===== src/rtl/counter_mod100.sv =====
// Free-running modulo-CNT_MAX up-counter built twice: once as register plus
// next-state logic, once as a single clocked process. Both must agree every cycle.
module counter_mod100 #(
    parameter int CNT_MAX   = 100,
    parameter int CNT_WIDTH = 7
) (
    input  logic                 clk,
    input  logic                 reset_n,
    output logic [CNT_WIDTH-1:0] o_cnt,
    output logic [CNT_WIDTH-1:0] o_cnt_always
);

    // reset_n is active-high despite its name.
    localparam logic [CNT_WIDTH-1:0] LAST = CNT_WIDTH'(CNT_MAX - 1);
    localparam logic [CNT_WIDTH-1:0] ONE  = CNT_WIDTH'(1);

    logic [CNT_WIDTH-1:0] cnt_q;
    logic [CNT_WIDTH-1:0] cnt_d;
    logic [CNT_WIDTH-1:0] cntAlways_q;

    // Using >= rather than == also recovers any out-of-range value in one edge.
    always_comb begin
        cnt_d = cnt_q + ONE;
        if (cnt_q >= LAST) begin
            cnt_d = '0;
        end
    end

    always_ff @(posedge clk or posedge reset_n) begin
        if (reset_n) begin
            cnt_q <= '0;
        end else begin
            cnt_q <= cnt_d;
        end
    end

    always_ff @(posedge clk or posedge reset_n) begin
        if (reset_n) begin
            cntAlways_q <= '0;
        end else if (cntAlways_q >= LAST) begin
            cntAlways_q <= '0;
        end else begin
            cntAlways_q <= cntAlways_q + ONE;
        end
    end

    assign o_cnt        = cnt_q;
    assign o_cnt_always = cntAlways_q;

endmodule


===== config.mk =====
export PLATFORM = sky130hd
export DESIGN_NAME = counter_mod100
export DESIGN_NICKNAME = d
export VERILOG_FILES = /design/src/rtl/counter_mod100.sv
export SDC_FILE = /design/constraint.sdc
export NUM_CORES = 1
export LEC_CHECK = 0
export CAP_MARGIN = 30
export CORE_MARGIN = 1.5
export CORE_UTILIZATION = 40
export CTS_CLUSTER_SIZE = 8
export DETAILED_ROUTE_END_ITERATION = 7
export PLACE_DENSITY = 0.67
export RECOVER_POWER = 50
export SLEW_MARGIN = 5
export SYNTH_ARGS = -nofsm -noshare
export SYNTH_HDL_FRONTEND = slang
export SYNTH_SLANG_ARGS = --single-unit

===== constraint.sdc =====
create_clock -name clk -period 2.65 [get_ports clk]
set_input_delay 0.3975 -clock clk [delete_from_list [all_inputs] [get_ports clk]]
set_output_delay 0.3975 -clock clk [all_outputs]
set_load 0.005 [all_outputs]

; Word-level counts from Yosys, hierarchy flattened
; Cells that the tools add are included.
[totals]
regBits = 14
out_inout_bits = 14
wordCells = 8
[classes]
add_sub_neg = 2
magnitude_cmp = 2
n_mux = 2
[op_table]
columns = cell, count
row1 = $add 7x1->7 const B, 2
row2 = $ge 7x7->1 const B, 2
row3 = $mux 7, 2

; Depth between registers and ports, before layout
[depth]
word_depth = 2
depth_mapped = 4
ltp_nobuf = 4

; Least setup slack after synthesis
; Ideal clock, no wire load.
[synth_path]
path_kind = reg-to-reg
startpoint = register cnt_q[0] (netlist: o_cnt[0])
endpoint = register cnt_q[1] (netlist: o_cnt[1])
setup_time_ns = 0.073
arrival_time_ns = 1.090
t_required_ns = 2.577
path_slack_ns = 1.487
stages_incl_launch_ff = 5
period_less_slack_ns = 1.163
path_cell_list = dfrtp_1 ha_1 nor4_2 a21oi_1 nor2b_1
[synth_between]
elab_chain_cells = 2
elab_cells_between_ends = 3
cone_classes = add/sub (1) / order compare (1) / mux (1)
[synth_lines]
columns = element, line_no
row1 = start: declaration, 17  ; logic [CNT_WIDTH-1:0] cnt_q;
row2 = start signal: assignment, 33  ; cnt_q <= cnt_d;
row3 = $add 7x1->7 / $ge 7x7->1 (equally long branches), "23, 24"
row4 = $mux 7 (*), 24  ; if (cnt_q >= LAST) begin
row5 = named net cnt_d[1], 18  ; logic [CNT_WIDTH-1:0] cnt_d;
; Mark *: on every way through the listed nets, which the timed path passes. The rest lies on a longest branch.

; Worst setup path after layout
[layout_path]
startpoint = register cnt_q[5] (netlist: o_cnt[5])
endpoint = output o_cnt[5]
[layout_lines]
columns = element, line_no
row1 = end: declaration, 9  ; output logic [CNT_WIDTH-1:0] o_cnt,
; No word-level cell between the ends.

==> impl_metrics.csv <==
group,metric,value,unit
pwr,p_seq_frac,0.644,
timing,skew,8.445,ps
pwr,power.density,398.9,nW/um^2
timing,final.setup.worst_slack,961.4,ps
finish,antenna_cells,0,
critical_path,arrival,1290,ps
timing,hold_ws,565.6,ps
yosys,synth_area,644.4,sq um
detailed_routing,ant_nets,0,
place,hpwl,886.6,um
grt,grt_use_total,0.1490,
timing,fmax,592.2,MHz
floorplan,ios,16,
clock_tree,clock_latency,270,ps
detailed_routing,via_per_inst,5.376,
yosys,synth_cells,59,
finish,fillers,132,
finish,final_area,830.8,sq um
finish,nets,83,
timing,rsz0062_at_grt,"false",
detailed_routing,post-route-drc-count,0,
timing,final.min_clock_period,1689,ps
timing,period_share,0.6372,
critical_path,crit_fanout,8,
floorplan,die_y,43.14,um
yosys,synth_cell_types,14,
grt,grt_max_degree,15,
yosys,synthTopCellsByCount,"dfrtp_1 (14), a21oi_1 (8), a31oi_1 (6), nand2_1 (6)",
critical_path,slowest_stage,"clkdlybuf4s50_1",
clock_tree,postCtsSetupBuffers,0,
pwr,vdd_drop_max,242.9,uV
timing,relSlewSlack,0.6585,
critical_path,slowest_delay,550,ps
yosys,syn_avg_cell_area,10.92,sq um
yosys,syn-num-nets,63,
floorplan,dieWidth,43.14,um
critical_path,path_depth,1,
detailed_routing,post_drt_wl_per_cell,13.01,um
critical_path,critical-path-top-delay-family,"buffers and inverters",
clock_tree,cts_resized,0,
critical_path,setup.worst_path.start,"o_cnt[5]",
hold_path,hold_path.class,"reg -> reg",
timing,setup_viol,0,
status,status,"finished, final reports clean",
pwr,p_clk_frac,0.341,
critical_path,rrSetupSlack,1280,ps
yosys,yosysWarnings,0,
clock_tree,htree_levels,1,
yosys,yosys.cell_count.top_type,"dfrtp_1",
clock_tree,clockBufferDepth,2,
timing,final-hold-violation-count,0,
place,gp_congestion,0.7571,
clock_tree,clock_sinks,14,
critical_path,critical_path_class,"reg -> out",
yosys,synth_edf_count,0,
clock_tree,tritoncts,"yes",
critical_path,end_kind,"output port",
critical_path,start_kind,"register",
finish,drive_above_1_share,0.07792,
critical_path,cp.required,2250,ps
timing,slew_violations,0,
finish,fin_cells,93,
pwr,power.internal,267.1,uW
finish,area_delta_synth_final,28.93,%
critical_path,rr_startpoint,"o_cnt[0]",
yosys,ys_ff_latch,14,
floorplan,rows,14,
grt,overflow,0,
detailed_routing,first_iter_violations,7,
clock_tree,cts-root-buf,"clkbuf_4",
place,place.port_buffers,15,
floorplan,initial_core_util,0.4277,
grt,antenna_found_initial,0,
pwr,p_leak,0.3295,nW
critical_path,cp.buffers_inverters,1,
critical_path,regToRegEndpoint,"o_cnt[1]",
place,dp.cells,90,
place,placed_cell_area,814.5,sq um
critical_path,path_cells,"clkdlybuf4s50_1",
finish,final_core_util,0.5515,
yosys,yosysTopAreaCellShare,0.5437,
yosys,ys.flop_type,"dfrtp_1",
pwr,combPwrFrac,0.015,
yosys,yosysSeqAreaShare,0.5437,
critical_path,endpoint,"o_cnt[5]",
timing,fin_setup_tns,0,ps
pwr,switching_power,64.28,uW
detailed_routing,vias,500,
detailed_routing,routed_wirelength,1.210,mm
grt,grt_pass1_vias,429,
clock_tree,cts_buffers,3,
place,pre_cts_ws,1247,ps
yosys,async_reset_ff_frac,1.000,
yosys,synth.area.top_cells,"dfrtp_1 (54%), a21oi_1 (6.2%), a31oi_1 (5.8%), xor2_1 (5.4%), ha_1 (3.9%)",
pwr,switching_share,0.1940,
clock_tree,cts_hold_buf,0,
run,max-cap-violations,0,
floorplan,core,1506,sq um
pwr,power,331.4,uW
grt,grt_first_pass_wirelength,1.932,mm
yosys,synth_top_cell_by_area,"dfrtp_1",
detailed_routing,dr.pass1.iters,4,
timing,tightest_slew,511.7,ps
critical_path,worst_r2r_path_depth,4,
floorplan,die_area,1861,sq um
clock_tree,clk_pin_slew_worst_paths,70,ps
==> how the worst min path moves through the flow <==
stage,startpoint,to,slack (ps),cells past startpoint
6_report,o_cnt[0],o_cnt[0],570,1
4_1_cts,reset_n,o_cnt[2],460,2
3_5_place_dp,o_cnt_always[0],o_cnt_always[0],560,1
3_3_place_gp,o_cnt_always[0],o_cnt_always[0],540,1
5_1_grt,o_cnt[0],o_cnt[0],600,1
2_1_floorplan,reset_n,o_cnt[0],290,1
==> placed cells by master (no fill, tap or decap), drive strengths merged <==
cell type	netlist	routed
dfrtp	14	14
clkdlybuf4s50	0	14
a21oi	8	8
nand2	6	6
a31oi	6	6
nand3	4	4
xor2	4	4
nor2	4	4
clkbuf	0	3
and3	2	2
a31o	2	2
xnor2	2	2
nor2b	2	2
ha	2	2
nor4	2	2
inv	1	1
dlygate4sd3	0	1
==> layout make-up <==
cell class                 instances  area, sq um  share of cell area
multi-input combinational         44        284.0              0.3419
tap                               16        20.02             0.02410
clock buffer                       3        22.52             0.02711
sequential                        14        350.3              0.4217
inverter                           1        3.754            0.004518
timing repair buffer              15        150.1              0.1807
==> power groups by stage <==
stage | Clock, mW | Combinational [mW] | Sequential, mW
2_1_floorplan | 0 | 0.00324 | 0.218
6_report | 0.113 | 0.00505 | 0.213
3_5_place_dp | 0 | 0.00566 | 0.218
5_1_grt | 0.132 | 0.00626 | 0.213
3_3_place_gp | 0 | 0.00581 | 0.218
4_1_cts | 0.118 | 0.00568 | 0.213
==> logic make-up after synthesis <==
logic type | synth area share
adder cells (fa/ha/maj) | 0.03883
flip-flops | 0.5437
XOR/XNOR | 0.08155
AO/OA/AOI/OAI | 0.1476
AND/OR/NAND/NOR | 0.1825
buffers and inverters | 0.005820
==> sequential cells by signal, summed over array words and instances, names as in the netlist <==
signal	count
o_cnt_always	7
o_cnt	7
==> per-layer routing <==
metal  part of all wire  up-vias  global-route usage  wire, um
met3              0.043        2             0.07660        52
li1                   -      249                   -         -
met1               0.50      241              0.1978       604
met4              0.012        0             0.05455        14
met2               0.44        8              0.2060       538
met5                  0        -                   0         0
No activity file was read; power rests on OpenSTA's default activity.
